==> src/rtl/instr_dispatch_ctrl.sv <==
// ============================================================================
// Module   : instr_dispatch_ctrl
// Purpose  : Fetches one instruction at a time from the instruction buffer,
//            decodes it and issues commands to the systolic array.
// Revision : 1.0
// ============================================================================
`default_nettype none

module instr_dispatch_ctrl (
  input  logic        clk,
  input  logic        rst,
  input  logic [63:0] instr_in,
  input  logic        instr_valid,
  output logic        instr_pop,
  output logic        op_valid,
  output logic [3:0]  op_code,
  output logic [15:0] op_addr,
  output logic [11:0] op_len,
  input  logic        op_ready,
  input  logic        array_done,
  input  logic        resume,
  output logic        busy,
  output logic        halted,
  output logic        err,
  output logic [15:0] retired
);

  localparam logic [2:0] c_ST_IDLE   = 3'd0;
  localparam logic [2:0] c_ST_FETCH  = 3'd1;
  localparam logic [2:0] c_ST_DECODE = 3'd2;
  localparam logic [2:0] c_ST_ISSUE  = 3'd3;
  localparam logic [2:0] c_ST_WAIT   = 3'd4;
  localparam logic [2:0] c_ST_HALTED = 3'd5;

  localparam logic [3:0] c_OP_NOP  = 4'h0;
  localparam logic [3:0] c_OP_LDW  = 4'h1;
  localparam logic [3:0] c_OP_LDI  = 4'h2;
  localparam logic [3:0] c_OP_MAC  = 4'h3;
  localparam logic [3:0] c_OP_STR  = 4'h4;
  localparam logic [3:0] c_OP_HALT = 4'hF;

  logic [2:0]  r_state;
  logic [2:0]  w_next_state;
  // Only the upper word carries meaning, so only that half is kept.
  logic [31:0] r_instr;
  logic [15:0] r_retired;
  logic        r_err;

  logic [3:0]  w_opc;
  logic [11:0] w_len;
  logic        w_is_nop;
  logic        w_is_halt;
  logic        w_is_cmd;
  logic        w_illegal;
  logic        w_needs_issue;
  logic        w_retire;
  logic        w_unused;

  assign w_unused = ^instr_in[31:0];

  assign w_opc         = r_instr[31:28];
  assign w_len         = r_instr[11:0];
  assign w_is_nop      = (w_opc == c_OP_NOP);
  assign w_is_halt     = (w_opc == c_OP_HALT);
  assign w_is_cmd      = (w_opc == c_OP_LDW) || (w_opc == c_OP_LDI) ||
                         (w_opc == c_OP_MAC) || (w_opc == c_OP_STR);
  assign w_illegal     = !(w_is_nop || w_is_halt || w_is_cmd);
  assign w_needs_issue = w_is_cmd && (w_len != 12'd0);

  // Zero-length commands retire straight out of DECODE like a NOP.
  assign w_retire = ((r_state == c_ST_DECODE) && !w_illegal && !w_needs_issue) ||
                    ((r_state == c_ST_WAIT) && array_done);

  always_ff @(posedge clk or negedge rst) begin
    if (!rst) begin
      r_state <= c_ST_IDLE;
    end else begin
      r_state <= w_next_state;
    end
  end

  always_comb begin
    w_next_state = r_state;
    case (r_state)
      c_ST_IDLE:   if (instr_valid) w_next_state = c_ST_FETCH;
      c_ST_FETCH:  w_next_state = instr_valid ? c_ST_DECODE : c_ST_IDLE;
      c_ST_DECODE: begin
        if (w_illegal)          w_next_state = c_ST_IDLE;
        else if (w_is_halt)     w_next_state = c_ST_HALTED;
        else if (w_needs_issue) w_next_state = c_ST_ISSUE;
        else                    w_next_state = c_ST_IDLE;
      end
      c_ST_ISSUE:  if (op_ready)   w_next_state = c_ST_WAIT;
      c_ST_WAIT:   if (array_done) w_next_state = c_ST_IDLE;
      c_ST_HALTED: if (resume)     w_next_state = c_ST_IDLE;
      default:     w_next_state = c_ST_IDLE;
    endcase
  end

  always_comb begin
    instr_pop = 1'b0;
    op_valid  = 1'b0;
    op_code   = 4'd0;
    op_addr   = 16'd0;
    op_len    = 12'd0;
    busy      = 1'b0;
    halted    = 1'b0;
    case (r_state)
      c_ST_FETCH: begin
        busy      = 1'b1;
        instr_pop = instr_valid;
      end
      c_ST_DECODE: busy = 1'b1;
      c_ST_ISSUE: begin
        busy     = 1'b1;
        op_valid = 1'b1;
        op_code  = r_instr[31:28];
        op_addr  = r_instr[27:12];
        op_len   = r_instr[11:0];
      end
      c_ST_WAIT:   busy   = 1'b1;
      c_ST_HALTED: halted = 1'b1;
      default: ;
    endcase
  end

  always_ff @(posedge clk or negedge rst) begin
    if (!rst) begin
      r_instr   <= 32'd0;
      r_retired <= 16'd0;
      r_err     <= 1'b0;
    end else begin
      if ((r_state == c_ST_FETCH) && instr_valid) begin
        r_instr <= instr_in[63:32];
      end
      if (w_retire) begin
        r_retired <= r_retired + 16'd1;
      end
      if ((r_state == c_ST_DECODE) && w_illegal) begin
        r_err <= 1'b1;
      end
    end
  end

  assign err     = r_err;
  assign retired = r_retired;

endmodule

`default_nettype wire

==> config.mk <==
export PLATFORM = sky130hd
export DESIGN_NAME = instr_dispatch_ctrl
export DESIGN_NICKNAME = d
export VERILOG_FILES = /design/src/rtl/instr_dispatch_ctrl.sv
export SDC_FILE = /design/constraint.sdc
export NUM_CORES = 1
export LEC_CHECK = 0
export CORE_MARGIN = 5
export CORE_UTILIZATION = 44
export CTS_CLUSTER_DIAMETER = 100
export CTS_CLUSTER_SIZE = 30
export DETAILED_ROUTE_END_ITERATION = 8
export GPL_TIMING_DRIVEN = 0
export PLACE_DENSITY = 0.86
export SLEW_MARGIN = 20
export SYNTH_ARGS = -nofsm -noshare
export SYNTH_HDL_FRONTEND = slang
export SYNTH_SLANG_ARGS = --single-unit
==> constraint.sdc <==
create_clock -name clk -period 4.2 [get_ports clk]
set_input_delay 0.63 -clock clk [delete_from_list [all_inputs] [get_ports clk]]
set_output_delay 0.63 -clock clk [all_outputs]
set_load 0.01 [all_outputs]
==> metrics.json <==
{
  "seq_area_frac_synth": {"value": 51.3, "unit": "%"},
  "drt-wirelength-per-cell": {"value": 15.3, "unit": "microns"},
  "detail-route-antenna-nets": {"value": 0},
  "fmax": {"value": 327, "unit": "MHz"},
  "top_level_ports": {"value": 123},
  "timing.critical_path.buf_inv": {"value": 2},
  "minimum_clock_period": {"value": 3.06, "unit": "ns"},
  "average_instance_area_after_synthesis": {"value": 12.3, "unit": "sq um"},
  "worst_setup_path_end_kind": {"value": "primary output"},
  "synth-adder-area-share": {"value": 0.493, "unit": "%"},
  "final_area": {"value": 3620, "unit": "sq um"},
  "clock_insertion_delay_worst_skew": {"value": 0.30, "unit": "ns"},
  "dp_hpwl": {"value": 4380, "unit": "microns"},
  "final_max_slew_viol_count": {"value": 0},
  "count_of_fill_cells_added_during_filler_insertion": {"value": 459},
  "cts_tree": {"value": "built"},
  "drt_first_iter_violations": {"value": 44},
  "synth_area_in_compound_gates": {"value": 9.18, "unit": "%"},
  "drive_gt1_share": {"value": 19.0, "unit": "%"},
  "report.final.hold_viol_count": {"value": 0},
  "post_dp_cell_area": {"value": 3520, "unit": "sq um"},
  "final-setup-viol-count": {"value": 0},
  "detail_route.drc_violations": {"value": 0},
  "mappedNetlistNets": {"value": 278},
  "grt_pass1_wl": {"value": 9690, "unit": "microns"},
  "antenna_found_initial": {"value": 0},
  "post_synthesis_xor_xnor_area_fraction": {"value": 5.53, "unit": "%"},
  "yosys.area_share.simple": {"value": 15.0, "unit": "%"},
  "clk_path_buf_depth": {"value": 2},
  "critPathArrivalTime": {"value": 2.43, "unit": "ns"},
  "groute.usage.overall": {"value": 16.5, "unit": "%"},
  "synth_cells": {"value": 207},
  "finalWeightedCongestion": {"value": 0.817},
  "timing.hold.worst.class": {"value": "in -> async"},
  "worst_setup_hold_path_clk_slew": {"value": 0.09, "unit": "ns"},
  "fin_worst_skew": {"value": 0.0106, "unit": "ns"},
  "crit_path_cell_trace": {"value": "nand2b_1 > nor2_1 > clkbuf_1 > and2_1 > clkdlybuf4s50_1"},
  "critPathKind": {"value": "reg -> out"},
  "placeableCoreArea": {"value": 5540, "unit": "sq um"},
  "cellPowerDensity": {"value": 531, "unit": "nW/um^2"},
  "cpLargestDelayFamily": {"value": "buffers and inverters"},
  "critPathMaxFanout": {"value": 10},
  "pin_count_of_the_biggest_net_entering_global_routing": {"value": 53},
  "final_min_period_over_clock_period": {"value": 72.9, "unit": "%"},
  "combinational_family_with_the_most_area_after_synthesis": {"value": "multiplexers"},
  "first_pass_iters": {"value": 2},
  "detail_route.vias_per_cell": {"value": 4.92},
  "wl": {"value": 5770, "unit": "microns"},
  "die_span_x": {"value": 85.9, "unit": "microns"},
  "slowest_delay": {"value": 0.57, "unit": "ns"},
  "synth_register_bits": {"value": 52},
  "cts_setup_buffers": {"value": 0},
  "layout.cells.most_common": {"value": "sky130_fd_sc_hd__clkdlybuf4s50_1"},
  "layout-area-overhead-vs-synth": {"value": 42.7, "unit": "%"},
  "fin_tns_setup": {"value": 0, "unit": "ns"},
  "syn_warnings": {"value": 0},
  "worst-endpoint-required": {"value": 3.57, "unit": "ns"},
  "grt_setup_unrepaired": {"value": "false"},
  "dieArea": {"value": 7380, "unit": "sq um"},
  "netlist_area_pre_place": {"value": 2540, "unit": "sq um"},
  "synth.mux.area_fraction": {"value": 15.0, "unit": "%"},
  "via_count": {"value": 1855},
  "outcome": {"value": "completed"},
  "standby_leakage_power": {"value": 0.00152, "unit": "uW"},
  "root_buffer": {"value": "sky130_fd_sc_hd__clkbuf_8"},
  "synth_cell_type_count": {"value": 33},
  "num_rows": {"value": 27},
  "finish.net_count": {"value": 375},
  "slowest_stage": {"value": "sky130_fd_sc_hd__clkdlybuf4s50_1"},
  "ctsHoldBuffers": {"value": 0},
  "global_route.overflow_total": {"value": 0},
  "portBuffers": {"value": 90},
  "cts_buffers": {"value": 5},
  "tritoncts_num_sinks": {"value": 52},
  "ctsResizeCount": {"value": 0},
  "slew_headroom": {"value": 56.0, "unit": "%"},
  "antenna-diode-count": {"value": 0},
  "fp.dieH": {"value": 85.9, "unit": "microns"},
  "most-common-layout-cells": {"value": "89 x sky130_fd_sc_hd__clkdlybuf4s50_1, 52 x sky130_fd_sc_hd__dfrtp_1, 34 x sky130_fd_sc_hd__and2_1, 33 x sky130_fd_sc_hd__mux2_2, 16 x sky130_fd_sc_hd__xnor2_1"},
  "hold_ws": {"value": 0.322, "unit": "ns"},
  "cts_htree_levels": {"value": 2},
  "start_util": {"value": 45.8, "unit": "%"},
  "number_of_global_route_vias_before_repair": {"value": 2039},
  "critPathLaunchType": {"value": "flip-flop"},
  "timing.max_cap.violations": {"value": 0},
  "vdd_ir_drop_max": {"value": 261, "unit": "uV"},
  "tightest_slew": {"value": 0.659, "unit": "ns"}
}
-- state kept, by name (all words and copies together) (netlist names) --
| name | flops |
|---|---|
| retired | 16 |
| err | 1 |
| r_instr | 32 |
| r_state | 3 |
-- kinds of logic (layout without fill, tap and decap cells) --
group,Yosys count,count (layout)
compound gates,26,26
xor+xnor,16,16
fa+ha+maj,1,1
buf+inv,17,115
flops,52,52
mux,34,34
simple gates,61,61
-- worst reg2reg max path, stage by stage, from the launching register on --
cell,delay [ns]
sky130_fd_sc_hd__dfrtp_1,0.32
sky130_fd_sc_hd__buf_2,0.20
sky130_fd_sc_hd__inv_1,0.14
sky130_fd_sc_hd__nor4b_4,0.55
sky130_fd_sc_hd__buf_4,0.29
sky130_fd_sc_hd__mux2_2,0.36
-- area by class of cell --
type                            count  area (sq um)  area share, %
Buffer                             12          68.8           1.90
Clock inverter                      1          7.51          0.207
Tap cell                           72          90.1           2.49
Sequential cell                    52          1300           36.0
Multi-Input combinational cell    138          1150           31.7
Clock buffer                        7          86.3           2.39
Timing Repair Buffer               90           898           24.8
Inverter                            5          18.8          0.519
-- metrics by stage --
stage | setup slack (ns) | utilization, % | total power [uW] | cells
after floorplan | 2.25 | - | 1310 | 207
after detailed placement | 1.15 | 63.6 | 1650 | 369
after global placement | 0.946 | 63.7 | 1620 | 369
after CTS | 1.06 | 65.3 | 1950 | 377
after global routing | 0.918 | 65.3 | 2070 | 377
final | 1.14 | 65.3 | 1920 | 377
-- worst paths after layout --
check                      startpoint  slack [ns]           to  cells past startpoint
hold / removal                    rst        0.32  retired[13]                      1
setup reg to reg           r_state[0]        2.25   r_instr[6]                      5
hold reg to reg                   err        0.48          err                      2
min in group clk                  err        0.48          err                      2
setup / recovery           r_state[2]        1.14  op_addr[13]                      5
max in group asynchronous         rst        3.39          err                      1
-- synth_stat cells (all sizes together) --
master   number  share of area, %
o31a          1              0.35
o2111ai       5               2.0
nor3          3              0.59
o21ai         5              0.99
nor4          3              0.74
o21bai        1              0.30
nand2b        1              0.25
or3           1              0.44
o21a          1              0.30
nor2          6              0.89
o211a         1              0.69
and3          6               1.5
a21oi         3              0.59
clkbuf        6              0.89
mux2         33                15
o31ai         1              0.30
ha            1              0.49
nor4b         1              0.94
and2         34               8.4
nand4         3              0.74
dfrtp        52                51
mux2i         1              0.39
inv           5              0.74
o211ai        7               3.5
o22ai         1              0.25
buf           6               1.8
xnor2        16               5.5
nand2         2              0.30
nor2b         1              0.25
-- per-layer routing --
layer / routed length [microns] / track usage (%)
met1: 2410 / 20.2
met2: 2880 / 27.0
met3: 371 / 5.76
met4: 112 / 5.47
met5: 0 / 0
-- report_power, final --
part	switching [uW]	internal (uW)	total [uW]
Combinational	325	477	802
Clock	158	134	292
Sequential	134	693	827
(Power assumes the default switching activity.)
